$ cat src/rtl/gates_pkg.sv
// Shared constants for the gate-input switch debouncer: channel count,
// default qualification time and the channel-to-gate-input bit mapping.
package gates_pkg;

   localparam int unsigned N_CH              = 5;
   localparam int unsigned DEF_STABLE_CYCLES = 1_000_000;

   // Bit position of each gate input inside the sw_in / sw_db vectors.
   typedef enum int unsigned {
      GATE_A = 0,
      GATE_B = 1,
      GATE_D = 2,
      GATE_E = 3,
      GATE_G = 4
   } gate_ch_e;

endpackage : gates_pkg

$ cat src/rtl/switch_debouncer_if.sv
// Switch-side bundle: raw levels in, debounced levels and edge pulses out.
interface switch_debouncer_if #(
   parameter int unsigned N_CH = gates_pkg::N_CH
);

   logic [N_CH-1:0] sw_in;
   logic [N_CH-1:0] sw_db;
   logic [N_CH-1:0] rise;
   logic [N_CH-1:0] fall;
   logic            any_change;

   modport master (output sw_in, input sw_db, rise, fall, any_change);
   modport slave  (input sw_in, output sw_db, rise, fall, any_change);

endinterface : switch_debouncer_if

$ cat src/rtl/debounce_ch.sv
// One debounce channel: 2-flop synchronizer, stability counter and
// registered rise/fall pulses for a single switch input.
module debounce_ch
   import gates_pkg::*;
#(
   parameter int unsigned STABLE_CYCLES = DEF_STABLE_CYCLES,
   parameter logic        RST_VAL       = 1'b0
) (
   input  logic clk,
   input  logic rst_n,
   input  logic sw_in,
   output logic sw_db,
   output logic rise,
   output logic fall,
   output logic accept
);

   localparam int unsigned          CNT_W   = $clog2(STABLE_CYCLES) + 1;
   localparam logic [CNT_W-1:0]     CNT_MAX = CNT_W'(STABLE_CYCLES - 1);

   logic             s1_q, s2_q;
   logic             db_q, db_d;
   logic             rise_q, rise_d;
   logic             fall_q, fall_d;
   logic [CNT_W-1:0] cnt_q, cnt_d;

   // NOTE: every signal gets a default before the if-chain so no path
   // leaves a value unassigned and no latch is inferred.
   always_comb begin
      cnt_d  = '0;
      db_d   = db_q;
      rise_d = 1'b0;
      fall_d = 1'b0;
      if (s2_q != db_q) begin
         if (cnt_q == CNT_MAX) begin
            db_d   = s2_q;
            rise_d = s2_q;
            fall_d = ~s2_q;
         end else begin
            cnt_d = cnt_q + CNT_W'(1);
         end
      end
   end

   // NOTE: non-blocking assignments let s2_q sample the old s1_q, which is
   // what makes the two flops a real synchronizer chain.
   always_ff @(posedge clk or negedge rst_n) begin
      if (!rst_n) begin
         s1_q   <= RST_VAL;
         s2_q   <= RST_VAL;
         db_q   <= RST_VAL;
         cnt_q  <= '0;
         rise_q <= 1'b0;
         fall_q <= 1'b0;
      end else begin
         s1_q   <= sw_in;
         s2_q   <= s1_q;
         db_q   <= db_d;
         cnt_q  <= cnt_d;
         rise_q <= rise_d;
         fall_q <= fall_d;
      end
   end

   assign sw_db  = db_q;
   assign rise   = rise_q;
   assign fall   = fall_q;
   // Next-cycle pulse, so the top can register any_change alongside rise/fall.
   assign accept = rise_d | fall_d;

endmodule : debounce_ch

$ cat src/rtl/switch_debouncer.sv
// Debouncer for the gate-input switches: N_CH independent channels plus a
// single registered any_change flag.
module switch_debouncer #(
   parameter int unsigned       N_CH          = gates_pkg::N_CH,
   parameter int unsigned       STABLE_CYCLES = gates_pkg::DEF_STABLE_CYCLES,
   parameter logic [N_CH-1:0]   RST_VAL       = {N_CH{1'b0}}
) (
   input  logic               clk,
   input  logic               rst_n,
   switch_debouncer_if.slave  bus
);

   logic [N_CH-1:0] db;
   logic [N_CH-1:0] rise;
   logic [N_CH-1:0] fall;
   logic [N_CH-1:0] accept;
   logic            any_change_q, any_change_d;

   for (genvar i = 0; i < N_CH; i++) begin : g_ch
      debounce_ch #(
         .STABLE_CYCLES (STABLE_CYCLES),
         .RST_VAL       (RST_VAL[i])
      ) u_ch (
         .clk    (clk),
         .rst_n  (rst_n),
         .sw_in  (bus.sw_in[i]),
         .sw_db  (db[i]),
         .rise   (rise[i]),
         .fall   (fall[i]),
         .accept (accept[i])
      );
   end

   // Same-edge acceptances on several channels collapse into one pulse.
   always_comb begin
      any_change_d = |accept;
   end

   always_ff @(posedge clk or negedge rst_n) begin
      if (!rst_n) begin
         any_change_q <= 1'b0;
      end else begin
         any_change_q <= any_change_d;
      end
   end

   assign bus.sw_db      = db;
   assign bus.rise       = rise;
   assign bus.fall       = fall;
   assign bus.any_change = any_change_q;

endmodule : switch_debouncer

$ cat src/flat_wrapper.sv
// flat-port wrapper written by rule: the top's interface ports become plain ports
module switch_debouncer_flat 
#(
   parameter int unsigned       N_CH          = gates_pkg::N_CH,
   parameter int unsigned       STABLE_CYCLES = gates_pkg::DEF_STABLE_CYCLES,
   parameter logic [N_CH-1:0]   RST_VAL       = {N_CH{1'b0}}
)
  (clk, rst_n, bus_sw_in, bus_sw_db, bus_rise, bus_fall, bus_any_change);
  switch_debouncer_if #(.N_CH(N_CH)) bus_i ();
  input  logic clk;
  input  logic rst_n;
  input wire logic [$bits(bus_i.sw_in)-1:0] bus_sw_in;
  output wire logic [$bits(bus_i.sw_db)-1:0] bus_sw_db;
  output wire logic [$bits(bus_i.rise)-1:0] bus_rise;
  output wire logic [$bits(bus_i.fall)-1:0] bus_fall;
  output wire logic [$bits(bus_i.any_change)-1:0] bus_any_change;
  assign bus_i.sw_in = bus_sw_in;
  assign bus_sw_db = bus_i.sw_db;
  assign bus_rise = bus_i.rise;
  assign bus_fall = bus_i.fall;
  assign bus_any_change = bus_i.any_change;
  switch_debouncer #(.N_CH(N_CH), .STABLE_CYCLES(STABLE_CYCLES), .RST_VAL(RST_VAL)) u_core (.clk(clk), .rst_n(rst_n), .bus(bus_i));
endmodule
$ cat config.mk
export PLATFORM = sky130hd
export DESIGN_NAME = switch_debouncer_flat
export DESIGN_NICKNAME = d
export VERILOG_FILES = /design/src/rtl/gates_pkg.sv /design/src/rtl/switch_debouncer_if.sv /design/src/rtl/debounce_ch.sv /design/src/rtl/switch_debouncer.sv /design/src/flat_wrapper.sv
export SDC_FILE = /design/constraint.sdc
export NUM_CORES = 1
export LEC_CHECK = 0
export ABC_CLOCK_PERIOD_IN_PS = 1700
export BUFFER_PORTS_ARGS = -buffer_cell sky130_fd_sc_hd__clkbuf_2
export CORE_UTILIZATION = 45
export DETAILED_ROUTE_END_ITERATION = 16
export SKIP_CTS_REPAIR_TIMING = 1
export SLEW_MARGIN = 20
export SYNTH_ARGS = -nofsm -noshare
export SYNTH_HDL_FRONTEND = slang
export SYNTH_HIERARCHICAL = 1
export SYNTH_SLANG_ARGS = --single-unit
$ cat constraint.sdc
create_clock -name clk -period 1.7 [get_ports clk]
set_input_delay 0.17 -clock clk [delete_from_list [all_inputs] [get_ports clk]]
set_output_delay 0.17 -clock clk [all_outputs]
set_load 0.05 [all_outputs]
## After elaboration in Yosys (flattened, before gate mapping)

Index checks and enable logic that the tools add are counted.

| operators by class | value |
|---|---|
| add/subtract/negate cells | 5 |
| bitwise logic cells | 10 |
| muxes and demuxes | 30 |
| reduce and logical (&&, ||, !) cells | 6 |
| eq/ne operators | 10 |

Operators with widths:

| cell | count |
|---|---|
| 21-bit two-way mux | 10 |
| 21-bit by 1-bit adder with 21-bit output (second input constant) | 5 |
| 21-bit by 20-bit == test with 1-bit output (second input constant) | 5 |
| 1-bit two-way mux | 20 |
| 2-bit AND reduction | 5 |
| 1-bit != test | 5 |
| 1-bit inverter | 5 |
| 1-bit bitwise OR | 5 |
| 5-bit OR reduction | 1 |

| word-level totals | value |
|---|---|
| register bits after elaboration | 131 |
| output and inout port bits | 16 |

## Longest topological paths before layout

| logic depth | value |
|---|---|
| depth after elaboration | 5 |
| depth in mapped cells | 7 |
| depth with buffers taken out | 7 |

## Cells and area by module

Netlist, hierarchy kept.

By module, submodules not included:

| module | area an instance (sq um) | instances | cells an instance |
|---|---|---|---|
| debounce_ch | 1262.5 | 5 | 122 |
| switch_debouncer | 37.5 | 1 | 4 |

## Worst setup path before layout

OpenSTA, ideal clock, no wires.

| timing | value |
|---|---|
| path type | register to register |
| from | register u_core.g_ch[0].u_ch.cnt_q[12] |
| to | register u_core.g_ch[0].u_ch.cnt_q[10] |
| cell stages (with the launch flop) | 6 |
| setup time | 0.121 ns |
| period minus slack after synthesis | 1.643 ns |
| slack | 0.057 ns |
| data required time | 1.579 ns |
| arrival time | 1.521 ns |
| cell sequence | dfrtp_1 -> nor4_1 -> nand4_1 -> o21ai_1 -> buf_2 -> nor2_1 |

| between the ends | value |
|---|---|
| cells in the longest elaborated chain, start to end | 3 |

RTL lines:

| element | line | RTL |
|---|---|---|
| start: declaration | debounce_ch.sv:25 | `logic [CNT_W-1:0] cnt_q, cnt_d;` |
| start signal: assignment | debounce_ch.sv:59 | `cnt_q <= cnt_d;` |
| 21-bit by 20-bit == test with 1-bit output | debounce_ch.sv:35 | `if (cnt_q == CNT_MAX) begin` |
| 21-bit two-way mux | debounce_ch.sv:35 |  |
| 21-bit two-way mux | debounce_ch.sv:34 | `if (s2_q != db_q) begin` |
| net u_core.g_ch[0].u_ch.cnt_d[10] | debounce_ch.sv:25 |  |

The timed path passes the listed nets, and every way through them passes these cells.
A chain may end at the register's enable or synchronous reset.

## Worst setup path in the final report

| timing | value |
|---|---|
| from | register u_core.g_ch[4].u_ch.cnt_q[14] |
| to | register u_core.g_ch[4].u_ch.cnt_q[1] |

| between the ends | value |
|---|---|
| cells in the longest elaborated chain, start to end | 3 |

RTL lines:

| element | line |
|---|---|
| start: declaration | debounce_ch.sv:25 |
| start signal: assignment | debounce_ch.sv:59 |
| 21-bit by 20-bit == test with 1-bit output | debounce_ch.sv:35 |
| 21-bit two-way mux | debounce_ch.sv:35 |
| 21-bit two-way mux | debounce_ch.sv:34 |
| net u_core.g_ch[4].u_ch.cnt_d[1] | debounce_ch.sv:25 |

The timed path passes the listed nets, and every way through them passes these cells.

==> results <==
- The largest total area in the synthesized netlist belongs to sky130_fd_sc_hd__dfrtp_1.
- For this run, the leading register cell type out of synthesis is sky130_fd_sc_hd__dfrtp_1.
- Of all flip-flops after synthesis, the portion carrying an async set or reset was 100%.
- The top-level port count is 23.
- The clock reaches the later pin of the worst-skew pair after ~420 ps.
- STA classifies the critical path startpoint as a flop.
- The final layout net count is 775.
- The final number of hold-violating endpoints is 0.
- The flop-to-flop setup slack is -10 ps.
- The routed design has between 10,000 and 15,000 µm of wire.
- The slew at the pin closest to its max-slew limit is ~440 ps.
- Setup repair after global routing could not meet its margin everywhere.
- The signed area change from the synthesized netlist to the final layout is 32.2%.
- Yosys mapped a number of flops with a built-in enable equal to 0.
- The cell count after synthesis came out at 614.
- The area of the core is ~14,000 µm².
- Routability-driven placement finished with a final weighted congestion of slightly below 0.9.
- The logic depth of the worst register-to-register path is 5.
- In this run the clock root is driven by a sky130_fd_sc_hd__clkbuf_16.
- The post-detailed-route wirelength per cell is 15.6 µm.
- The clock sink count is between 100 and 150.
- The checks that failed: setup timing.
- Total power for the finished layout comes to 7.10 mW.
- The count of port buffers added during placement is 22.
- The detail route stage leaves a number of antenna-violating nets equal to 0.
- The initial antenna violation count is 0.
- The largest fanout of any net on the critical path is 5.
- The minimum clock period after layout is around 1700 ps.
- Entering global routing, the biggest net connects 41 pins.
- The min-delay analysis places its worst path in the category input port to asynchronous set/reset pin.
- For this run, the number of Yosys warnings is 6.
- The post-synthesis area per instance is ~10 µm².
- The CTS buffer count is 17.
- The half-perimeter wire length after placement is 10,200 µm.
- The synthesized netlist net count is about 630.
- The initial core utilization is between 40% and 50%.
- The worst-case setup slack after placement is -83.7 ps.
- Clock skew on the completed layout was measured at approximately 4.7 ps.
- Sequential elements use around 52% of the synthesized area.
- Setup violations remaining at the end of the flow were counted as 2.
- The arrival time of the worst setup path is slightly above 2000 ps.
- The pre-antenna-repair detailed-routing pass consisted of 4 iterations.
- TritonCTS built the clock tree.
- After synthesis, the largest area contributor takes up roughly half of total cell area.
- Detailed routing inserted a total of approximately 5,200 vias.
- The critical path is of the flop to flop type.
- The horizontal die dimension is 121 µm.
- The wire length of the first global-routing pass is 23,900 µm.
- The clock transition at the registers of the reported paths is 60 ps.
- Global routing finished with a remaining overflow of 0.
- The H-tree level count is 4.
- The antenna diode count is 0.
- The fraction of final layout cells sized beyond drive strength 1 is between 20 and 30%.
- The number of global-route vias before repair came to around 5,100.
- STA puts the critical path data required time at around 2000 ps.
- The total standard cell area after synthesis is between 6000 and 7000 µm².
- Across the VDD grid, the largest voltage drop is ~0.00096 V.
- In the post-synthesis netlist, the biggest area contributors are sky130_fd_sc_hd__dfrtp_1, sky130_fd_sc_hd__xnor2_1, sky130_fd_sc_hd__nor2_1.
- The max-capacitance violation count is 0.
- The headroom to the max-slew limit is between 70% and 80%.
- The worst setup path is captured at a flop.
- Summed over all cells, the static leakage comes to roughly 3.6 nW.
- From bottom edge to top edge, the die measures 121 µm.
- The worst reg2reg path endpoint is u_core/g_ch[4].u_ch/cnt_q[1].
- The number of fill cells is approximately 1,100.
- In this run the power density over the cells is 846 nW/µm².
- After detailed routing, the number of vias per cell comes to ~5.5.
- The upper clock frequency limit is ~600 MHz.
- The number of DRC markers after the initial detailed-route iteration is roughly 250.
- The number of pins with negative max-slew slack in the final report was 0.
- After routing the design area is about 8400 µm².
- The die covers between 10,000 and 15,000 µm².
- The maximum clock insertion buffer count is 2.
- The part of the cycle the worst path needs is 101%.
- The number of core rows is 43.
- The flow ran to the end, but the final reports show violations.
- Setup slack on the critical path of the routed design comes to -11.9 ps.
- The number of remaining DRC errors is 0.
- The placed cell area is roughly 7300 µm².
- The distinct cell type count after synthesis is 27.
- The worst register-to-register path begins at u_core/g_ch[4].u_ch/cnt_q[14].
- The global router's overall resource usage is 21.0%.
- The total of flip-flops plus latches after synthesis is approximately 130.
through the flow:
step | TNS, ps | hold slack (ps) | util [%] | std cells
finish | -15.5 | 230 | 60.7 | 956
global route | -759 | 261 | 60.7 | 956
CTS | -265 | -335 | 57.4 | 930
detailed placement | -123 | 124 | 53.1 | 898
global placement | -49.9 | 119 | 53.1 | 898
floorplan | 0 | -126 | - | 614
final cells by class:
| class | instances | area (µm²) | area share (%) |
|---|---|---|---|
| inverters | 5 | 18.8 | 0.224 |
| well taps | 180 | 225 | 2.68 |
| flip-flops and latches | 131 | 3300 | 39.3 |
| repair buffers | 135 | 1020 | 12.2 |
| multi-input cells | 473 | 3230 | 38.5 |
| clock inverters | 14 | 154 | 1.83 |
| clock buffers | 18 | 439 | 5.23 |
power by group:
part / total [mW] / internal (mW) / switching (mW)
Clock: 3.63 / 2.21 / 1.42
Combinational: 0.266 / 0.109 / 0.157
Sequential: 3.20 / 3.16 / 0.0409
Total: 7.10 / 5.48 / 1.62
flip-flops by register name, summed over array words and instances (netlist names):
register,cells
u_core/g_ch.u_ch/s2_q,5
u_core/g_ch.u_ch/fall,5
u_core/g_ch.u_ch/rise,5
u_core/bus.any_change,1
u_core/g_ch.u_ch/s1_q,5
u_core/g_ch.u_ch/sw_db,5
u_core/g_ch.u_ch/cnt_q,105
per-layer routing:
| layer | track usage, % | vias to the layer above | part of all wire [%] |
|---|---|---|---|
| li1 | - | 2520 | - |
| met1 | 26.0 | 2625 | 45 |
| met2 | 35.1 | 77 | 51 |
| met3 | 4.62 | 23 | 2.8 |
| met4 | 9.26 | 0 | 1.8 |
| met5 | 0 | - | 0 |
Yosys cell counts, types with 10 or more instances:
master,instances
sky130_fd_sc_hd__and4_1,20
sky130_fd_sc_hd__o21ai_0,20
sky130_fd_sc_hd__nor2_1,91
sky130_fd_sc_hd__nor3_1,26
sky130_fd_sc_hd__and2_1,15
sky130_fd_sc_hd__xnor2_1,45
sky130_fd_sc_hd__nand3_1,40
sky130_fd_sc_hd__nand4_1,30
sky130_fd_sc_hd__nor4_1,15
sky130_fd_sc_hd__nand2_1,26
sky130_fd_sc_hd__dfrtp_1,131
sky130_fd_sc_hd__nor3b_1,10
sky130_fd_sc_hd__or3_1,10
sky130_fd_sc_hd__a21oi_1,20
sky130_fd_sc_hd__xor2_1,35
sky130_fd_sc_hd__mux2i_1,10
sky130_fd_sc_hd__and3_1,20
kinds of logic (layout without fill, tap and decap cells):
family | count (synthesis) | after routing | share of synthesized area [%]
flip-flops | 131 | 131 | 51.6
multiplexers | 15 | 15 | 2.46
adder cells (fa/ha/maj) | 5 | 5 | 0.985
AO/OA/AOI/OAI | 45 | 45 | 3.55
XOR/XNOR | 80 | 80 | 11.0
buffers and inverters | 10 | 172 | 0.690
AND/OR/NAND/NOR | 328 | 328 | 29.7
critical path: stages, from the launching register on:
cell and delay, ps:
sky130_fd_sc_hd__dfrtp_1 420, sky130_fd_sc_hd__nor4bb_2 490, sky130_fd_sc_hd__and2_1 190, sky130_fd_sc_hd__nand4_1 140, sky130_fd_sc_hd__buf_4 180, sky130_fd_sc_hd__and3_1 180
layout by cell type (no fill, tap or decap), types with 17 or more instances in the layout:
cell type / n
sky130_fd_sc_hd__clkbuf_2: 21
sky130_fd_sc_hd__xnor2_1: 45
sky130_fd_sc_hd__xor2_1: 35
sky130_fd_sc_hd__clkbuf_16: 17
sky130_fd_sc_hd__buf_4: 102
sky130_fd_sc_hd__and3_1: 20
sky130_fd_sc_hd__nand2_1: 26
sky130_fd_sc_hd__nor2_1: 89
sky130_fd_sc_hd__and4_1: 19
sky130_fd_sc_hd__dfrtp_1: 115
sky130_fd_sc_hd__nand3_1: 39
sky130_fd_sc_hd__nor3_1: 26
sky130_fd_sc_hd__nand4_1: 30
sky130_fd_sc_hd__o21ai_0: 20
worst max path at each step:
stage / slack [ps] / depth (start not counted) / from / endpoint
3_5_place_dp: -80 / 7 / u_core/g_ch[3].u_ch/cnt_q[0] / u_core/bus.any_change
6_report: -10 / 5 / u_core/g_ch[4].u_ch/cnt_q[14] / u_core/g_ch[4].u_ch/cnt_q[1]
2_1_floorplan: 60 / 5 / u_core/g_ch[0].u_ch/cnt_q[12] / u_core/g_ch[0].u_ch/cnt_q[10]
5_1_grt: -70 / 4 / u_core/g_ch[1].u_ch/cnt_q[0] / u_core/g_ch[1].u_ch/cnt_q[19]
4_1_cts: -80 / 7 / u_core/g_ch[3].u_ch/cnt_q[0] / u_core/bus.any_change
3_3_place_gp: -50 / 7 / u_core/g_ch[3].u_ch/cnt_q[0] / u_core/bus.any_change
Note: power is estimated with default switching activity, not from simulation.
